<file path="config.mk">
export PLATFORM = sky130hd
export DESIGN_NAME = victim_cache_controller
export DESIGN_NICKNAME = d
export VERILOG_FILES = /design/src/rtl/victim_cache_controller.sv
export SDC_FILE = /design/constraint.sdc
export NUM_CORES = 1
export LEC_CHECK = 0
export BUFFER_PORTS_ARGS = -buffer_cell sky130_fd_sc_hd__buf_4
export CORE_ASPECT_RATIO = 1.1
export CORE_MARGIN = 3
export CORE_UTILIZATION = 50
export CTS_BUF_LIST = sky130_fd_sc_hd__clkbuf_2
export CTS_CLUSTER_SIZE = 8
export DETAILED_ROUTE_END_ITERATION = 8
export PLACE_DENSITY = 0.73
export SYNTH_ARGS = -nofsm -noshare
export SYNTH_HDL_FRONTEND = slang
export SYNTH_SLANG_ARGS = --single-unit
</file>
<file path="constraint.sdc">
create_clock -name clk -period 4.26 [get_ports clk]
set_input_delay 0.213 -clock clk [delete_from_list [all_inputs] [get_ports clk]]
set_output_delay 0.213 -clock clk [all_outputs]
set_load 0.05 [all_outputs]
</file>
<file path="src/rtl/victim_cache_controller.sv">
// Tag, valid and dirty bookkeeping plus insert/writeback/flush sequencing for the dcache victim cache.
// Define VC_STATS_EN to add saturating take-hit and writeback counters (hit_cnt_o, wb_cnt_o).
module victim_cache_controller #(
    parameter int VC_ENTRIES = 4,
    parameter int TAG_BITS   = 26,
    localparam int IDX_W     = $clog2(VC_ENTRIES)
) (
    input  logic                clk,
    input  logic                rst_n,
    input  logic [TAG_BITS-1:0] lookup_addr_i,
    output logic                victim_hit_o,
    output logic [IDX_W-1:0]    hit_idx_o,
    input  logic                insert_req_i,
    input  logic [TAG_BITS-1:0] insert_addr_i,
    input  logic                insert_dirty_i,
    output logic                insert_ready_o,
    input  logic                take_i,
    output logic                vc_wr_o,
    output logic [IDX_W-1:0]    vc_wr_idx_o,
    output logic [IDX_W-1:0]    vc_rd_idx_o,
    output logic                mem_req_o,
    output logic                mem_wr_o,
    output logic [TAG_BITS-1:0] mem_addr_o,
    input  logic                mem_ack_i,
    output logic                mem_kill_o,
    input  logic                kill_i,
    input  logic                flush_i,
    output logic                flush_done_o,
    output logic                busy_o
`ifdef VC_STATS_EN
    ,
    output logic [31:0]         hit_cnt_o,
    output logic [31:0]         wb_cnt_o
`endif
);
    typedef enum logic [2:0] {VC_IDLE, VC_WB, VC_INSERT, VC_FLUSH_SCAN, VC_FLUSH_WB} state_t;
    localparam logic [IDX_W-1:0] LAST_IDX = IDX_W'(VC_ENTRIES - 1);

    state_t                state_reg, state_next;
    logic [TAG_BITS-1:0]   tag_reg [VC_ENTRIES];
    logic [VC_ENTRIES-1:0] valid_reg, dirty_reg;
    logic [IDX_W-1:0]      rr_reg, rr_next, tgt_reg, tgt_next, scan_reg, scan_next;

    logic [VC_ENTRIES-1:0] match;
    logic                  any_match, any_free, swap;
    logic [IDX_W-1:0]      match_idx, free_idx, target;
    logic                  ins_en, inv_en;
    logic [IDX_W-1:0]      ins_idx, inv_idx;

    generate
        for (genvar gi = 0; gi < VC_ENTRIES; gi++) begin : g_match
            assign match[gi] = valid_reg[gi] && (tag_reg[gi] == lookup_addr_i);
        end
    endgenerate

    // Descending scans so the lowest qualifying index wins.
    always_comb begin
        match_idx = '0;
        free_idx  = '0;
        for (int i = VC_ENTRIES - 1; i >= 0; i--) begin
            if (match[i])
                match_idx = IDX_W'(i);
            if (!valid_reg[i])
                free_idx = IDX_W'(i);
        end
    end

    assign any_match    = |match;
    assign any_free     = ~&valid_reg;
    assign victim_hit_o = any_match && (state_reg == VC_IDLE);
    assign hit_idx_o    = match_idx;
    assign busy_o       = (state_reg != VC_IDLE);

    always_comb begin
        state_next     = state_reg;
        tgt_next       = tgt_reg;
        scan_next      = scan_reg;
        rr_next        = rr_reg;
        swap           = 1'b0;
        target         = '0;
        ins_en         = 1'b0;
        ins_idx        = '0;
        inv_en         = 1'b0;
        inv_idx        = '0;
        insert_ready_o = 1'b0;
        vc_wr_o        = 1'b0;
        vc_wr_idx_o    = '0;
        vc_rd_idx_o    = '0;
        mem_req_o      = 1'b0;
        mem_wr_o       = 1'b0;
        mem_addr_o     = '0;
        mem_kill_o     = 1'b0;
        flush_done_o   = 1'b0;

        if (kill_i) begin
            state_next = VC_IDLE;
            mem_kill_o = (state_reg == VC_WB) || (state_reg == VC_FLUSH_WB);
        end else begin
            case (state_reg)
                VC_IDLE: begin
                    if (flush_i) begin
                        state_next = VC_FLUSH_SCAN;
                        scan_next  = '0;
                    end else if (insert_req_i) begin
                        if (take_i && any_match) begin
                            swap   = 1'b1;
                            target = match_idx;
                        end else if (any_free) begin
                            target = free_idx;
                        end else begin
                            target = rr_reg;
                        end
                        // A swapped-out line leaves with the dcache, so its slot never needs a writeback.
                        if (!swap && valid_reg[target] && dirty_reg[target]) begin
                            state_next = VC_WB;
                            tgt_next   = target;
                        end else begin
                            ins_en         = 1'b1;
                            ins_idx        = target;
                            vc_wr_o        = 1'b1;
                            vc_wr_idx_o    = target;
                            insert_ready_o = 1'b1;
                            if (target == rr_reg)
                                rr_next = rr_reg + IDX_W'(1);
                        end
                    end else if (take_i && any_match) begin
                        inv_en  = 1'b1;
                        inv_idx = match_idx;
                    end
                end
                VC_WB: begin
                    mem_req_o   = 1'b1;
                    mem_wr_o    = 1'b1;
                    mem_addr_o  = tag_reg[tgt_reg];
                    vc_rd_idx_o = tgt_reg;
                    if (mem_ack_i)
                        state_next = VC_INSERT;
                end
                VC_INSERT: begin
                    ins_en         = 1'b1;
                    ins_idx        = tgt_reg;
                    vc_wr_o        = 1'b1;
                    vc_wr_idx_o    = tgt_reg;
                    insert_ready_o = 1'b1;
                    if (tgt_reg == rr_reg)
                        rr_next = rr_reg + IDX_W'(1);
                    state_next = VC_IDLE;
                end
                VC_FLUSH_SCAN: begin
                    if (valid_reg[scan_reg] && dirty_reg[scan_reg]) begin
                        state_next = VC_FLUSH_WB;
                    end else begin
                        inv_en  = 1'b1;
                        inv_idx = scan_reg;
                        if (scan_reg == LAST_IDX) begin
                            flush_done_o = 1'b1;
                            rr_next      = '0;
                            state_next   = VC_IDLE;
                        end else begin
                            scan_next = scan_reg + IDX_W'(1);
                        end
                    end
                end
                VC_FLUSH_WB: begin
                    mem_req_o   = 1'b1;
                    mem_wr_o    = 1'b1;
                    mem_addr_o  = tag_reg[scan_reg];
                    vc_rd_idx_o = scan_reg;
                    // Dirty entry stays valid until its writeback is acknowledged, so a kill loses nothing.
                    if (mem_ack_i) begin
                        inv_en  = 1'b1;
                        inv_idx = scan_reg;
                        if (scan_reg == LAST_IDX) begin
                            flush_done_o = 1'b1;
                            rr_next      = '0;
                            state_next   = VC_IDLE;
                        end else begin
                            scan_next  = scan_reg + IDX_W'(1);
                            state_next = VC_FLUSH_SCAN;
                        end
                    end
                end
                default: state_next = VC_IDLE;
            endcase
        end
    end

    always_ff @(posedge clk) begin
        if (!rst_n) begin
            state_reg <= VC_IDLE;
            valid_reg <= '0;
            dirty_reg <= '0;
            rr_reg    <= '0;
            tgt_reg   <= '0;
            scan_reg  <= '0;
            for (int i = 0; i < VC_ENTRIES; i++)
                tag_reg[i] <= '0;
        end else begin
            state_reg <= state_next;
            rr_reg    <= rr_next;
            tgt_reg   <= tgt_next;
            scan_reg  <= scan_next;
            for (int i = 0; i < VC_ENTRIES; i++) begin
                if (ins_en && ins_idx == IDX_W'(i)) begin
                    tag_reg[i]   <= insert_addr_i;
                    valid_reg[i] <= 1'b1;
                    dirty_reg[i] <= insert_dirty_i;
                end else if (inv_en && inv_idx == IDX_W'(i)) begin
                    valid_reg[i] <= 1'b0;
                    dirty_reg[i] <= 1'b0;
                end
            end
        end
    end

`ifdef VC_STATS_EN
    logic take_acc, wb_ack;
    // Every take with a hit in idle is accepted, whether alone or as a swap.
    assign take_acc = (state_reg == VC_IDLE) && !kill_i && !flush_i && take_i && any_match;
    assign wb_ack   = mem_req_o && mem_ack_i;

    always_ff @(posedge clk) begin
        if (!rst_n) begin
            hit_cnt_o <= '0;
            wb_cnt_o  <= '0;
        end else begin
            if (take_acc && hit_cnt_o != 32'hFFFF_FFFF)
                hit_cnt_o <= hit_cnt_o + 32'd1;
            if (wb_ack && wb_cnt_o != 32'hFFFF_FFFF)
                wb_cnt_o <= wb_cnt_o + 32'd1;
        end
    end
`endif
endmodule

</file>
Word-level counts from Yosys, hierarchy flattened
Memories as Yosys holds them, arrays and structs flattened. A register that Yosys moved wholly into a read port is not among the register bits.
Index checks and enable logic that the tools add are counted.
{ "totals": {"in_bits": 60, "reg_bits": 17, "ramBits": 104, "wordCells": 208, "output_inout_bits": 40, "memories": 1} }
{ "mem_list": {"columns": ["name", "words", "word_bits", "read_ports", "rd_ports_with_merged_regs", "wr", "line_no", "source"], "rows": [
  ["tag_reg", 4, 26, 6, 2, 4, "40", "logic [TAG_BITS-1:0] tag_reg [VC_ENTRIES];"]
]} }
{ "op_classes": {"n_addsub": 2, "muxes": 118, "bitwise_logic": 7, "reduce_logical": 37, "eq_ne": 29, "n_lt_le_gt_ge": 2} }
{ "op_table": {"columns": ["cell", "count"], "rows": [
  ["$mux W26", 5],
  ["$eq A26 B26 Y1", 4],
  ["$mux W2", 42],
  ["$pmux W26 S2", 1],
  ["$mux W1", 50],
  ["$mux W3", 7],
  ["$logic_and A1 B1 Y1", 17],
  ["$ne A2 B2 Y1 const B", 8],
  ["$reduce_and A5 Y1", 3],
  ["$pmux W2 S3", 2],
  ["$pmux W3 S4", 1],
  ["$eq A2 B2 Y1 const B", 5],
  ["$reduce_and A9 Y1", 1],
  ["$bmux W1 S2", 4],
  ["$pmux W2 S2", 2],
  ["$pmux W2 S4", 1],
  ["$reduce_bool A2 Y1", 4],
  ["$eq A3 B2 Y1 const B", 2],
  ["$lt A2 B3 Y1 const B", 2],
  ["$ne A3 B3 Y1 const B", 2],
  ["$reduce_bool A3 Y1", 2],
  ["$add A2 B1 Y2 const B", 2],
  ["$eq A2 B1 Y1 const B", 2],
  ["$eq A2 B2 Y1", 2],
  ["16 further kinds", 24]
]} }

Depth between registers and ports, before layout
An unclocked memory read counts as a cell.
{ "logic_depth": {"depth_word": 27, "mapped_depth": 13, "ltp_nobuf": 11} }

Least setup slack after synthesis
Ideal clock, no wire load.
{ "synth_timing": {"path_kind": "register to register", "start": "memory tag_reg[2][6]", "end": "memory tag_reg[2][0] (enable)", "setup_time_ns": 0.445, "synth_period_minus_slack_ns": 4.643, "n_path_buf": 0, "required_time_ns": 3.815, "setup_slack_ns": -0.383, "stages_incl_launch_ff": 11, "arrival_time_ns": 4.198, "path_cell_list": "edfxtp_1 xnor2_1 nand4_1 nor4_2 nand4_2 mux2_4 a211oi_2 a211o_1 a21o_2 a21oi_1 o21ai_0"} }
{ "synth_rtl": {"columns": ["item", "line_no"], "rows": [
  ["start: declaration", "40"]
]} }

==> impl_metrics.env <==
export IMPL_status="completed"
export IMPL_report_power_total_mw=2.70
export IMPL_synth_area_top_cells="edfxtp_1 (36%), mux4_2 (13%), and2_1 (7.8%), xnor2_1 (7.3%), dfxtp_1 (4.8%)"
export IMPL_critPathRequiredTime_ps=4050
export IMPL_cap_violations=0
export IMPL_synth_area_um2=8710
export IMPL_drt_iter0_markers=582
export IMPL_crit_cells=11
export IMPL_grtUsageMet3_pct=5.92
export IMPL_tightest_slew_ps=1140
export IMPL_placement_io_buffers=99
export IMPL_reg2reg_slack_ps=390
export IMPL_fin_tns_setup_ps=0
export IMPL_die_height_um=144
export IMPL_yosys_area_top_type="edfxtp_1"
export IMPL_power_frac_seq_pct=52.8
export IMPL_routed_via_count=7233
export IMPL_seq_area_frac_synth_pct=40.7
export IMPL_ir_drop_v=0.000187
export IMPL_layout_drive_gt1_share_pct=29.6
export IMPL_switching_share_pct=32.5
export IMPL_cts_buffer_depth=2
export IMPL_wire_per_inst_um=25.7
export IMPL_syn_num_nets=834
export IMPL_cts_made_buffers=17
export IMPL_slew_headroom_pct=24.1
export IMPL_ys_warnings_count=0
export IMPL_syn_instance_count=774
export IMPL_first_global_vias=7354
export IMPL_track_usage_pct=31.4
export IMPL_dpl_cell_area_um2=9700
export IMPL_timing_rr_start="tag_reg[2][25]"
export IMPL_period_share_pct=95.7
export IMPL_syn_avg_cell_area_um2=11.3
export IMPL_initial_core_util_pct=52.0
export IMPL_syn_to_final_growth_pct=20.6
export IMPL_drc=0
export IMPL_pre_cts_ws_ps=329
export IMPL_worstSetupStartpointType="flop"
export IMPL_ant_nets=0
export IMPL_drt_wl_total_mm=29.3
export IMPL_finalHoldViolCount=0
export IMPL_root_buffer="clkbuf_2"
export IMPL_holdWs_ps=102
export IMPL_place_detailed_instances=1069
export IMPL_grt_max_degree=39
export IMPL_largest_reg_flops=104
export IMPL_hpwl_mm=21.2
export IMPL_setup_viol=0
export IMPL_arrival_ps=3870
export IMPL_synth_async_sr_flop_share_pct=0
export IMPL_cp_slowest_cell="edfxtp_1"
export IMPL_overflow=0
export IMPL_grt_pass1_wl_mm=44.7
export IMPL_boundaryPins=100
export IMPL_clk_latency_ps=720
export IMPL_nets=956
export IMPL_clock_skew_ps=40.0
export IMPL_synth_edff_count=104
export IMPL_combPwrFrac_pct=19.9
export IMPL_worstSetupStartpoint="tag_reg[2][25]"
export IMPL_p_leak_nw=3.81
export IMPL_fin_ws_ps=182
export IMPL_whs_path_depth=5
export IMPL_final_cells=1140
export IMPL_r2r_end="tag_reg[0][2]"
export IMPL_intPower_mw=1.82
export IMPL_dieArea_um2=19000
export IMPL_use_met2_pct=55.8
export IMPL_hp_class="in -> reg"
export IMPL_crit_family="simple AND/OR/NAND/NOR gates"
export IMPL_vias_per_cell=6.34
export IMPL_synth_seq_cells=125
export IMPL_clkPwrFrac_pct=27.4
export IMPL_cts_tree="done"
export IMPL_grt_antenna_before_repair=1
export IMPL_fmaxAchievable_mhz=245
export IMPL_worst_setup_path_type="reg -> out"
export IMPL_critPathMaxStageDelay_ps=480
export IMPL_grt_busiest_layer="met2"
export IMPL_cp_max_fo=6
export IMPL_ys_flop_type="edfxtp_1"
export IMPL_fin_crit_ps=4080
export IMPL_drt_pass1_iterations=6
export IMPL_clk_pin_slew_ps=210
export IMPL_grt_use_met1_pct=38.0
export IMPL_core_area_um2=16700
export IMPL_utilization_pct=62.8
export IMPL_synth_distinct_cells=74
export IMPL_p_switching_mw=0.879
export IMPL_worst_setup_path_end_kind="primary output"
export IMPL_cts_sinks=125
export IMPL_synth_top_area_share_pct=35.9
export IMPL_rows=49
export IMPL_ff2ff_path_depth=11
export IMPL_setup_worst_path_end="vc_wr_idx_o[1]"
export IMPL_fp_dieW_um=132
export IMPL_final_area_um2=10500
export IMPL_globalplace_congestion=1.02
export IMPL_powerDensity_nw_per_um2=257
export IMPL_crit_buf_inv=1
export IMPL_h_tree_depth=4
export IMPL_path_cells="xnor2_1 > nand4_1 > nor4_4 > nand4_4 > mux2_4 > a211oi_2 > a211o_1 > a21o_2 > a21oi_4 > nor2_1 > buf_4"
export IMPL_maxSlewViolCount=0
[worst min path at each step]
stage,start,endpoint,slack [ps]
2_1_floorplan,insert_addr_i[0],tag_reg[0][0],410
3_3_place_gp,dirty_reg[1],dirty_reg[1],460
3_5_place_dp,dirty_reg[1],dirty_reg[1],470
4_1_cts,insert_req_i,tgt_reg[0],40
5_1_grt,insert_req_i,tgt_reg[0],100
6_report,insert_req_i,tgt_reg[0],100
[cell usage after synthesis (4+ instances only)]
cell      number
nand3_1       12
nand2_1       30
nor4_1        11
o21ai_0        6
a31oi_1        5
buf_1          6
nor2_1        63
mux4_2        52
a22oi_1       29
and3b_1        5
nand2b_1       8
mux2i_1        7
xnor2_1       73
and3_1         6
edfxtp_1     104
buf_6          8
or4_1          6
xor2_1        34
clkbuf_1      28
nand4_1       37
a31o_2         4
o211ai_1       5
buf_2          7
inv_1          9
nor3_1         7
and2_1       109
a21oi_1       16
dfxtp_1       21
[placed cells by master (no fill, tap or decap), types with 4 or more instances in the layout]
| master | netlist | layout |
|---|---|---|
| and3b_1 | 5 | 5 |
| nor3_1 | 7 | 7 |
| mux2i_1 | 7 | 7 |
| clkbuf_2 | 0 | 18 |
| inv_1 | 9 | 9 |
| nor4_1 | 11 | 7 |
| and3_1 | 6 | 6 |
| a22oi_1 | 29 | 29 |
| and2_1 | 109 | 110 |
| or4_1 | 6 | 6 |
| nor4_2 | 2 | 5 |
| dfxtp_1 | 21 | 19 |
| nand2b_1 | 8 | 8 |
| edfxtp_1 | 104 | 104 |
| buf_12 | 0 | 6 |
| buf_4 | 2 | 115 |
| xor2_1 | 34 | 34 |
| nor2_1 | 63 | 63 |
| clkinvlp_4 | 0 | 5 |
| inv_6 | 0 | 6 |
| a21oi_1 | 16 | 15 |
| dlygate4sd3_1 | 0 | 33 |
| o211ai_1 | 5 | 5 |
| xnor2_1 | 73 | 51 |
| nand4_1 | 37 | 37 |
| nand3_1 | 12 | 12 |
| a31oi_1 | 5 | 5 |
| mux4_2 | 52 | 52 |
| nand2_1 | 30 | 30 |
| xnor2_2 | 3 | 25 |
| a31o_2 | 4 | 4 |
[final cells by class]
type	count	area (um^2)
antenna	2	5.00
clock buffer	18	90.1
clock inverter	14	134
fill	1377	6230
inverter	10	37.5
multi-input combinational	588	5100
sequential	125	3550
tap	229	287
timing repair buffer	154	1310
[layer usage]
layer	part of all wire, %	routed length (um)	vias to the layer above
met5	0	0	-
met1	38	11100	3616
met3	6.5	1900	81
met2	52	15100	373
li1	-	-	3163
met4	3.9	1130	0
[cell families after synthesis]
| kind of cell | share of synthesized area, % |
|---|---|
| multiplexers | 14.4 |
| XOR/XNOR | 11.3 |
| AND/OR/NAND/NOR | 20.5 |
| buffers and inverters | 3.50 |
| flip-flops | 40.7 |
| AO/OA/AOI/OAI | 9.60 |
[power groups by stage]
stage               clock network, mW  logic, mW  registers, mW
floorplan                           0      0.294           1.43
global placement                    0      0.485           1.44
detailed placement                  0      0.489           1.45
CTS                             0.747      0.522           1.42
global route                    0.801      0.566           1.43
finish                          0.740      0.538           1.43
[worst min-delay path, delay by kind of cell]
kind	cells	cell delay (ps)
simple gates	2	240
compound gates	2	200
buf+inv	1	140
[what timing repair did]
action / CTS / global route
cloned: 0 / 0
gates resized for setup: 13 / 20
endpoints found under the hold margin: 118 / 0
hold buffers: 33 / 0
setup buffers: 0 / 4
pin swaps: 0 / 8
endpoints found under the setup margin: 3 / 4
No activity file was read; power rests on OpenSTA's default activity.
